--- config.mk ---
export PLATFORM = sky130hd
export DESIGN_NAME = dmem_line_bridge
export DESIGN_NICKNAME = d
export VERILOG_FILES = /design/src/rtl/dmem_line_bridge.sv
export SDC_FILE = /design/constraint.sdc
export NUM_CORES = 1
export LEC_CHECK = 0
export CAP_MARGIN = 30
export CORE_MARGIN = 2
export CORE_UTILIZATION = 47
export DETAILED_ROUTE_END_ITERATION = 10
export PLACE_DENSITY_LB_ADDON = 0.08
export SYNTH_ARGS = -nofsm -noshare
export SYNTH_HDL_FRONTEND = slang
export SYNTH_SLANG_ARGS = --single-unit
--- constraint.sdc ---
create_clock -name clk_i -period 2.5 [get_ports clk_i]
set_clock_uncertainty 0.2 [all_clocks]
set_input_delay 0.625 -clock clk_i [delete_from_list [all_inputs] [get_ports clk_i]]
set_output_delay 0.625 -clock clk_i [all_outputs]
set_load 0.02 [all_outputs]
--- src/rtl/dmem_line_bridge.sv ---
// dmem_line_bridge
// Takes a 128-bit line request from the MEM stage and splits it into four
// 32-bit beats on a single-outstanding req/gnt/rvalid system bus. Read beats
// are gathered back into one line, and a single-cycle rvalid_o reports the
// end of the transfer. A per-beat watchdog ends a hung transfer and raises
// err_o together with rvalid_o.

module dmem_line_bridge #(
  parameter int unsigned TIMEOUT = 256,
  parameter int unsigned BEATS   = 4
) (
  input  logic          clk_i,
  input  logic          rst_ni,
  input  logic          cs_i,
  input  logic          we_i,
  input  logic [31:0]   addr_i,
  input  logic [127:0]  wdata_i,
  output logic [127:0]  rdata_o,
  output logic          rvalid_o,
  output logic          err_o,
  output logic          busy_o,
  output logic          bus_req_o,
  output logic          bus_we_o,
  output logic [31:0]   bus_addr_o,
  output logic [31:0]   bus_wdata_o,
  input  logic          bus_gnt_i,
  input  logic          bus_rvalid_i,
  input  logic [31:0]   bus_rdata_i
);

  // The timer counts from 0 to TIMEOUT-1 inside one beat. It is always at
  // least one bit wide so that TIMEOUT = 0 (watchdog disabled) still builds.
  localparam int unsigned TW = (TIMEOUT == 32'd0) ? 32'd1 : $clog2(TIMEOUT + 32'd1);
  localparam logic [TW-1:0] TIMER_ONE = TW'(32'd1);
  localparam logic [TW-1:0] TIMER_MAX = TW'(TIMEOUT - 32'd1);
  localparam logic [1:0]    LAST_BEAT = 2'(BEATS - 32'd1);

  typedef enum logic [1:0] {
    ST_IDLE = 2'd0,
    ST_REQ  = 2'd1,
    ST_WAIT = 2'd2,
    ST_RESP = 2'd3
  } state_e;

  // Picks one 32-bit lane out of a line. Lane 0 is the lowest address.
  function automatic logic [31:0] lane_sel(input logic [127:0] line, input logic [1:0] idx);
    logic [31:0] lane;
    case (idx)
      2'd0:    lane = line[31:0];
      2'd1:    lane = line[63:32];
      2'd2:    lane = line[95:64];
      2'd3:    lane = line[127:96];
      default: lane = line[31:0];
    endcase
    return lane;
  endfunction

  // Replaces one 32-bit lane of a line and leaves the other lanes unchanged.
  function automatic logic [127:0] lane_put(input logic [127:0] line, input logic [1:0] idx,
                                            input logic [31:0] lane);
    logic [127:0] res;
    res = line;
    case (idx)
      2'd0:    res[31:0]   = lane;
      2'd1:    res[63:32]  = lane;
      2'd2:    res[95:64]  = lane;
      2'd3:    res[127:96] = lane;
      default: res         = line;
    endcase
    return res;
  endfunction

  state_e         state_r;
  logic [27:0]    line_addr_r;
  logic           we_r;
  logic [127:0]   wdata_r;
  logic [127:0]   rbuf_r;
  logic [1:0]     cnt_r;
  logic [TW-1:0]  timer_r;
  logic           err_r;

  logic [1:0]     cnt_next_s;
  logic           timeout_s;
  logic [127:0]   rbuf_next_s;
  logic [3:0]     addr_lo_unused_s;

  // Line offset bits are not used. The whole line is always transferred.
  assign addr_lo_unused_s = addr_i[3:0];

  assign cnt_next_s = cnt_r + 2'd1;

  // The abort check uses >= so that a counter that has gone past the limit
  // still aborts. Normally the counter never gets past TIMER_MAX.
  assign timeout_s = (TIMEOUT != 32'd0) && (timer_r >= TIMER_MAX);

  // Read buffer after this cycle's beat data has been merged in. The RESP
  // outputs use this value so that the last beat is part of rdata_o.
  always_comb begin
    rbuf_next_s = rbuf_r;
    if ((state_r == ST_WAIT) && bus_rvalid_i && !we_r) begin
      rbuf_next_s = lane_put(rbuf_r, cnt_r, bus_rdata_i);
    end else begin
      rbuf_next_s = rbuf_r;
    end
  end

  // Main FSM. It also drives the registered bus outputs and requester outputs.
  always_ff @(posedge clk_i or negedge rst_ni) begin
    if (!rst_ni) begin
      state_r     <= ST_IDLE;
      line_addr_r <= 28'd0;
      we_r        <= 1'b0;
      wdata_r     <= 128'd0;
      rbuf_r      <= 128'd0;
      cnt_r       <= 2'd0;
      timer_r     <= '0;
      err_r       <= 1'b0;
      rdata_o     <= 128'd0;
      rvalid_o    <= 1'b0;
      err_o       <= 1'b0;
      busy_o      <= 1'b0;
      bus_req_o   <= 1'b0;
      bus_we_o    <= 1'b0;
      bus_addr_o  <= 32'd0;
      bus_wdata_o <= 32'd0;
    end else begin
      rvalid_o <= 1'b0;
      err_o    <= 1'b0;
      case (state_r)
        ST_IDLE: begin
          if (cs_i) begin
            line_addr_r <= addr_i[31:4];
            we_r        <= we_i;
            wdata_r     <= wdata_i;
            rbuf_r      <= 128'd0;
            rdata_o     <= 128'd0;
            cnt_r       <= 2'd0;
            timer_r     <= '0;
            err_r       <= 1'b0;
            busy_o      <= 1'b1;
            bus_req_o   <= 1'b1;
            bus_we_o    <= we_i;
            bus_addr_o  <= {addr_i[31:4], 4'h0};
            bus_wdata_o <= wdata_i[31:0];
            state_r     <= ST_REQ;
          end
        end
        ST_REQ: begin
          if (bus_gnt_i) begin
            bus_req_o <= 1'b0;
            timer_r   <= timer_r + TIMER_ONE;
            state_r   <= ST_WAIT;
          end else if (timeout_s) begin
            bus_req_o <= 1'b0;
            err_r     <= 1'b1;
            rvalid_o  <= 1'b1;
            err_o     <= 1'b1;
            rdata_o   <= rbuf_next_s;
            state_r   <= ST_RESP;
          end else begin
            timer_r <= timer_r + TIMER_ONE;
          end
        end
        ST_WAIT: begin
          if (bus_rvalid_i) begin
            rbuf_r <= rbuf_next_s;
            if (cnt_r == LAST_BEAT) begin
              rvalid_o <= 1'b1;
              err_o    <= err_r;
              rdata_o  <= rbuf_next_s;
              state_r  <= ST_RESP;
            end else begin
              cnt_r       <= cnt_next_s;
              timer_r     <= '0;
              bus_req_o   <= 1'b1;
              bus_addr_o  <= {line_addr_r, cnt_next_s, 2'b00};
              bus_wdata_o <= lane_sel(wdata_r, cnt_next_s);
              state_r     <= ST_REQ;
            end
          end else if (timeout_s) begin
            err_r    <= 1'b1;
            rvalid_o <= 1'b1;
            err_o    <= 1'b1;
            rdata_o  <= rbuf_next_s;
            state_r  <= ST_RESP;
          end else begin
            timer_r <= timer_r + TIMER_ONE;
          end
        end
        ST_RESP: begin
          busy_o  <= 1'b0;
          state_r <= ST_IDLE;
        end
        default: begin
          bus_req_o <= 1'b0;
          busy_o    <= 1'b0;
          state_r   <= ST_IDLE;
        end
      endcase
    end
  end

endmodule
-- Word-level counts from Yosys, hierarchy flattened
Cells that the tools add are included.
- flip-flop bits (word level): 495
- bits in latches: 0
- bits in writable memories: 0
- memory bits (read-only): 0
- input bits: 198
- word-level logic and storage cells: 110
- memories: 0
- add/subtract/negate cells: 2
- multipliers: 0
- div/mod/pow operators: 0
- $lt $le $gt $ge: 1
- eq/ne operators: 17
- shift-type cells: 0
- mux-type cells: 58
- bitwise gates (word level): 0
- reductions and logical operators: 17
- operators with widths (cell ; number):
    $mux 128 ; 7
    $pmux 128 s3 ; 1
    $mux 32 ; 10
    $pmux 128 s2 ; 1
    $pmux 32 s2 ; 2
    $pmux 32 s4 ; 1
    $mux 9 ; 5
    $pmux 9 s3 ; 1
    $mux 2 ; 8
    $mux 1 ; 15
    $eq 2x2->1 const B ; 6
    $reduce_and 4->1 ; 3
    $ne 2x2->1 const B ; 5
    $add 9x1->9 const B ; 1
    $ge 9x8->1 const B ; 1
    $pmux 2 s4 ; 1
    $eq 2x1->1 const B ; 3
    $logic_not 2->1 ; 3
    $ne 3x3->1 const B ; 2
    $pmux 1 s2 ; 3
    $pmux 1 s3 ; 2
    $reduce_and 3->1 ; 2
    $reduce_and 5->1 ; 1
    $pmux 2 s2 ; 1
    other kinds (7) ; 10

-- Logic depth before layout (Yosys ltp)
Gate-level depths: netlist of run 1.
- word-level depth: 7
- depth in mapped cells: 12

-- Least setup slack after synthesis of run 1
Ideal clock, no wire load.
- kind: register -> register
- start: register timer_r[3]
- end: register rdata_o[101]
- library setup time: 0.122 ns
- arrival time: 2.123 ns
- data required time: 2.178 ns
- slack: 0.056 ns
- stages on the path, launching flop included: 12
- buffers on the path: 2
- path through: dfrtp_1 and4_1 nand3_1 nor2_1 ha_1 or2_2 a31o_1 buf_4 buf_2 nor2_1 o22ai_1 a32o_1
- longest elaborated chain between the ends: 4
- elaborated cells on any way between the ends: 5
- classes of those cells: order compare (1); mux (4)
- ends and longest elaborated chain (element ; RTL line ; text):
    start, declared ; 79 ; logic [TW-1:0] timer_r;
    start signal, assigned ; 151 ; timer_r <= timer_r + TIMER_ONE;
    start signal, assigned ; 161 ; timer_r <= timer_r + TIMER_ONE;
    start signal, assigned ; 187 ; timer_r <= timer_r + TIMER_ONE;
    $ge 9x8->1 (*) ; 94 ; assign timeout_s = (TIMEOUT != 32'd0) && (timer_r >= TIMER_MAX);
    $mux 128 (*) ; n/a ;
    $mux 128, on equally long branches ; n/a ;
    $pmux 128 s3 (*) ; n/a ;
    end signal, assigned ; 158 ; rdata_o <= rbuf_next_s;
    end signal, assigned ; 170 ; rdata_o <= rbuf_next_s;
    end signal, assigned ; 184 ; rdata_o <= rbuf_next_s;
    end, declared ; 18 ; output logic [127:0] rdata_o,
Mark *: on every way between the ends. The rest lies on a longest branch, timed or not. The select of a mux whose other input is x is not followed.
A chain may end at the register's enable or synchronous reset.

-- Worst setup path in the final report of run 1
- start: register rdata_o[111]
- end: output rdata_o[111]
No word-level cell between the ends.

==> metrics, run 1 <==
die width=about 220 µm; Skew-Pair Late Insertion Delay=approximately 0.58 ns; status=finished clean; mux share of post-synthesis cell area=between 10% and 20%; layout cells sized above 1=16.25%; CP Capture Type=primary output; Cell Rows=between 70 and 80; Post-synth EDFFs=0; Tot GR Track Use=around a quarter; Total Nets Final=2541; Tot Pwr=30.33 mW; CTS tree=yes; Max stage delay on crit path=approximately 0.7 ns; Rel. slew slack=approximately 49%; DRC violations left=0; vias in the first global route=approximately 17000; Reg power frac=36.3%; synth unique cells=between 40 and 50; max-slew violations=0; H-tree depth=2; RSZ-0062 raised after global routing=yes; fmax=0.4051 GHz; startpoint types=flop; Die Y-Extent=around 220 µm; Worst VDD drop=about 750 µV; Fillers=roughly 3500; final hold vios=0; static leakage=between 10 and 15 nW; async set or reset register ratio after synthesis=100.0%; ys flop type=dfrtp_1; Post-DP Area=26330 µm²; power per cell area=1070 nW/µm²; fin area=roughly 28000 µm²; first-pass GRT wire length=between 90000 and 100000 µm; CP Max Fanout=3; R2R Setup Slk=~0.080 ns; HP Class=flop to flop; Buf+Inv Stages, Crit Path=1; critical path's slowest cell=clkdlybuf4s50_1; FF+latch count, synth=just under 500; GP Congestion=0.8448; vias per cell=roughly 5.5; synth warn=0; Final min period=around 2.5 ns; critical path class=flop to primary output; largest net degree at the start of global routing=roughly 60; # setup viols final=0; Area Growth Syn to Fin=34.22%; Antenna Violating Nets Remaining=0; sw frac=35.50%; Syn Area/Cell=~11 µm²; Worst-path clk slew=approximately 0.060 ns; non-filler cells in the finished layout=2964; Clk Tree Root Cell=clkbuf_16; Psw=10.77 mW; Hold Slack=between 0.2 and 0.3 ns; Routed WL=61410 µm; Bufs on Longest Clock Path=3; Routed WL per cell=around 21 µm; Max-Cap Viols=0; Initial Util=a little under half; Synth Instances=roughly 1900; CP cell instances=clkdlybuf4s50_1; Internal Power=19.57 mW; largest family of logic cells by synthesized area=multiplexers; Num CTS Buffers=52; clock sink total=between 400 and 500; post-synthesis adder-cell area fraction=0.7698%; compound-gate portion of the synthesized area=13.18%; core area=about 44000 µm²; routed vias=about 16000; initial antenna violation count=7; Largest delay share family, worst path=buffers and inverters; critical path data arrival time=approximately 1.6 ns; final period utilization=a little over nine tenths; die footprint=~47000 µm²; CP required=about 1.7 ns; Post-Syn Area=around 21000 µm²; hpwl dp=between 40000 and 50000 µm; grt ovf=0; Logic pwr share=roughly two fifths; post-synthesis simple-gate area fraction=8.634%; io pins=just under 400; Post-Synth XOR/XNOR Area=0%; placed insts=between 2000 and 3000; Slew @ Worst Pin=approximately 0.76 ns; Pre-antenna DRT Iters=6; Initial DRC Count=1445; sequential cell area fraction in the yosys report=between 50% and 60%; clock group share of total power=between 20% and 30%; port bufs=388
state kept, by name, summed over array words and instances (netlist names), 2 cells and up:
| signal | flops |
|---|---|
| wdata_r | 128 |
| state_r | 2 |
| line_addr_r | 28 |
| bus_addr_o | 29 |
| bus_wdata_o | 32 |
| rbuf_r | 128 |
| timer_r | 9 |
| rdata_o | 128 |
cell usage after synthesis, types with 2 or more instances:
cell type	instances	area, µm²
dfrtp_1	491	12290
nand2_1	370	1389
o21ai_0	236	1181
mux2i_1	158	1582
mux2_2	157	1768
a21oi_1	80	400.4
clkbuf_1	71	266.5
o21ai_1	62	310.3
nor2_1	59	221.5
buf_2	37	185.2
a222oi_1	32	320.3
nand3_1	20	100.1
o22ai_1	15	93.84
a22o_1	14	122.6
a32o_1	14	140.1
buf_4	13	97.59
ha_1	13	162.7
inv_1	12	45.04
buf_6	9	101.4
a31oi_1	5	31.28
buf_1	5	18.77
nand2b_1	3	18.77
nor2b_1	3	18.77
o21a_1	3	22.52
a22oi_1	2	15.01
and2_1	2	12.51
and3_1	2	12.51
nor2_4	2	22.52
o2111ai_1	2	17.52
or2_2	2	12.51
path summary, 6_finish.rpt:
| path | startpoint | to | depth (start not counted) |
|---|---|---|---|
| max | rdata_o[111] | rdata_o[111] | 1 |
| min | rdata_o[30] | rdata_o[30] | 2 |
| max reg2reg | timer_r[0] | timer_r[4] | 10 |
| min reg2reg | rdata_o[30] | rdata_o[30] | 2 |
| max in group asynchronous | rst_ni | rbuf_r[92] | 3 |
| min in group asynchronous | rst_ni | rdata_o[116] | 2 |
power by group through the flow:
stage / sequential, mW / combinational, mW / clock, mW
2_1_floorplan: 11.4 / 6.32 / 0
6_report: 11.0 / 11.7 / 7.63
4_1_cts: 11.0 / 11.7 / 7.80
5_1_grt: 11.2 / 12.6 / 8.13
3_5_place_dp: 11.1 / 11.4 / 0
3_3_place_gp: 11.0 / 11.2 / 0
final cells by class:
cell class                 instances  area, µm²  share of cell area (%)
antenna                            3      7.507                 0.02647
timing repair buffer             502       5319                   18.75
clock buffer                      78       1540                   5.431
multi-input combinational       1270       8265                   29.14
inverter                          13      48.80                  0.1721
tap                              592      740.7                   2.612
sequential                       491      12290                   43.33
clock inverter                    15      150.1                  0.5294
per-layer routing:
metal,share of wire [%],track usage (%),vias up,wire [µm]
li1,-,-,7534,-
met1,41,33.57,8247,25280
met2,49,42.92,479,29960
met3,7.9,7.794,96,4834
met4,2.0,6.461,12,1257
met5,0.12,0,-,74
kinds of logic after synthesis:
logic type / after synthesis
DFF: 491
and+or+nand+nor: 465
buffers and inverters: 148
adders and majority gates: 13
other: 1
AOI/OAI and AO/OA: 475
muxes: 315
placed cells by master, fill, tap and decap left out, types with 12 or more instances in the layout:
master           synthesis  routed
o22ai_1                 15      15
clkdlybuf4s50_1          0     365
a222oi_1                32      32
clkbuf_16                0      54
clkinv_2                 0      12
dfrtp_1                491     490
buf_4                   13      70
buf_12                   0      34
mux2_2                 157     157
inv_1                   12      12
dlymetal6s2s_1           0      15
a22o_1                  14      14
clkbuf_8                 0      12
nand2_1                370     363
o21ai_0                236     236
nand3_1                 20      19
o21ai_1                 62      62
a21oi_1                 80      79
nor2_1                  59      54
a32o_1                  14      14
mux2i_1                158     158
clkbuf_1                71      13
timing repair:
| item | 4_1_cts | 5_1_grt |
|---|---|---|
| cloned | 3 | 2 |
| hold buffers | 1 | 0 |
| pin swaps | 4 | 6 |
| setup buffers | 5 | 2 |
| resized for setup | 19 | 31 |
| hold endpoints to repair | 27 | 0 |
| endpoints found under the setup margin | 143 | 120 |
metrics by stage:
step	util [%]	setup TNS (ns)	setup WS, ns
floorplan	-	0	0.05563
global placement	59.42	-27.52	-0.1713
detailed placement	59.42	-37.60	-0.2284
CTS	63.65	0	0.006629
global route	63.98	-0.02280	-0.01956
finish	63.99	0	0.03133
No activity file was read; power rests on OpenSTA's default activity.
==> run 2: changes to the inputs <==
HOLD_SLACK_MARGIN = 0.1   (was unset)
==> results of run 2 <==
Same layout as run 1: the final DEF is identical, and so are final timing and power.
==> run 3: changes to the inputs <==
CORE_MARGIN = unset   (was 2)
SETUP_SLACK_MARGIN = 0.02   (was unset)
==> run 3 against run 2 <==
Maximum frequency up 0.94%. Routed wire length about the same. Register-to-register slack worse by 0.03 ns. Critical path depth up 10. Via count up 0.73%.
==> metrics, run 3 (same netlist as run 1, synthesis figures left out) <==
layout cells sized above 1=16.59% (+0.34 points); status=finished clean; first-pass GRT wire length=96590 µm (+1.3%); Hold Slack=0.2789 ns (+0.003320 ns); port bufs=388 (unchanged); Num CTS Buffers=51 (-1.9%); hpwl dp=40830 µm (+0.99%); io pins=395 (unchanged); fmax=0.4089 GHz (+0.94%); Final min period=2.446 ns (-0.02291 ns); GP Congestion=0.8386 (-0.73%); Post-DP Area=26540 µm² (+0.77%); Clk Tree Root Cell=clkbuf_16; Area Growth Syn to Fin=35.52%; Worst VDD drop=724.9 µV (-3.6%); H-tree depth=2 (unchanged); HP Class=flop to flop; most frequent cells in the layout=491 x dfrtp_1, 363 x nand2_1, 361 x clkdlybuf4s50_1, 236 x o21ai_0, 158 x mux2i_1; fin util=64.61% (+0.62 points); core area=44320 µm² (unchanged); Initial Util=47.68% (unchanged); # setup viols final=0 (unchanged); power per cell area=1085 nW/µm² (+1.5%); vias in the first global route=17097 (+1.1%); Skew-Pair Late Insertion Delay=0.59 ns (about the same); met1 GRT Util=34.01% (+0.44 points); Bufs on Longest Clock Path=3 (unchanged); Antenna Violating Nets Remaining=0 (unchanged); Routed WL per cell=20.64 µm (-0.38%); most common cell after layout, fill and taps aside=dfrtp_1; Routed WL=61400 µm (about the same); Pre-antenna DRT Iters=5 (-1); final hold vios=0 (unchanged); static leakage=13.02 nW (+1.1%); Cell Rows=77 (unchanged); Initial DRC Count=1433 (-0.83%); largest net degree at the start of global routing=72 (+18%); routed vias=16488 (+0.73%); CP required=2.81 ns (+1.14 ns); Tot Pwr=31.07 mW (+2.4%); CTS tree=yes; DRC violations left=0 (unchanged); fin area=28630 µm² (+0.97%); final period utilization=97.83% (-0.92 points); setup TNS=0 ns (unchanged); met2 Track Usage GR=44.26% (+1.3 points); Worst-path clk slew=0.06 ns (about the same); top flop regs=rbuf_r: 128 flops, rdata_o: 128 flops, wdata_r: 128 flops; busiest layer in global routing=met2; vias per cell=5.542 (+0.36%); RSZ-0062 raised after global routing=yes; Rel. slew slack=61.30% (+12 points); critical path class=flop to flop; Tot GR Track Use=26.70% (+0.74 points); Total Nets Final=2553 (+0.47%); critical path data arrival time=2.76 ns (+1.12 ns); CP Capture Type=flop; die width=214.0 µm (-0.93%); max-slew violations=0 (unchanged); die footprint=45810 µm² (-1.8%); Max-Cap Viols=0 (unchanged); grt ovf=0 (unchanged); Slew @ Worst Pin=0.5805 ns (-0.1794 ns); GR Util met3=6.979% (-0.82 points); Die Y-Extent=214.0 µm (-0.93%); startpoint types=flop; clock sink total=491 (unchanged); CP Max Fanout=5 (+2); initial antenna violation count=5 (-2)
## run 3: cell types whose count changed in the layout (fill, tap and decap cells not counted), sizes merged
cell	change
bufinv	+1
clkdlybuf4s50	-4
diode	-1
buf	+13
clkinv	-2
dlymetal6s2s	-3
clkinvlp	+1
dlygate4sd2	+7
bufbuf	-1
## run 3: through the flow
step / cells / setup slack [ns]
floorplan: 1909 / 0.05563
global placement: 2867 / -0.1726
detailed placement: 2867 / -0.1908
CTS: 2969 / 0.02098
global route: 2973 / -0.009694
finish: 2975 / 0.05424
## run 3: critical path, stage by stage (launching register included)
cell      delay (ns)
dfrtp_1         0.39
and4_4          0.22
nand3_4         0.09
nor2_2          0.04
ha_2            0.15
or2_4           0.27
a31o_4          0.24
buf_6           0.13
a211oi_4        0.32
buf_4           0.18
a21oi_2         0.04
a21oi_1         0.11
## run 3: path summary, 6_finish.rpt
check / to / startpoint / depth (start not counted) / slack [ns]
setup reg to reg: timer_r[3] / timer_r[6] / 11 / 0.05
hold / removal: bus_addr_o[22] / bus_addr_o[22] / 2 / 0.28
setup / recovery: timer_r[3] / timer_r[6] / 11 / 0.05
min in group asynchronous: rdata_o[84] / rst_ni / 2 / 0.33
max in group asynchronous: wdata_r[22] / rst_ni / 3 / 0.97
hold reg to reg: bus_addr_o[22] / bus_addr_o[22] / 2 / 0.28
## run 3: report_power, final
| part | switching, mW | total [mW] | internal (mW) |
|---|---|---|---|
| clock network | 3.09 | 7.62 | 4.52 |
| registers | 1.09 | 11.0 | 9.91 |
| logic | 6.81 | 12.5 | 5.65 |
## run 3: what timing repair did
action,in CTS,in global routing
pin swaps,3,5
setup buffers,4,3
hold buffers,1,0
gates resized for setup,33,23
endpoints found under the setup margin,138,140
hold endpoints to repair,47,0
cloned,5,2
## run 3: layout make-up
type / instances / area [µm²]
multi-input combinational: 1270 / 8264
clock inverter: 15 / 177.7
tap: 592 / 740.7
timing repair buffer: 515 / 5614
sequential: 491 / 12290
inverter: 13 / 48.80
clock buffer: 77 / 1496
fill: 3523 / 15680
antenna: 2 / 5.005
## run 3: layer usage
metal  up-vias  share of wire (%)
li1       7564                  -
met1      8326                 41
met2       495                 49
met3        95                7.6
met4         8                2.5
met5         -              0.080
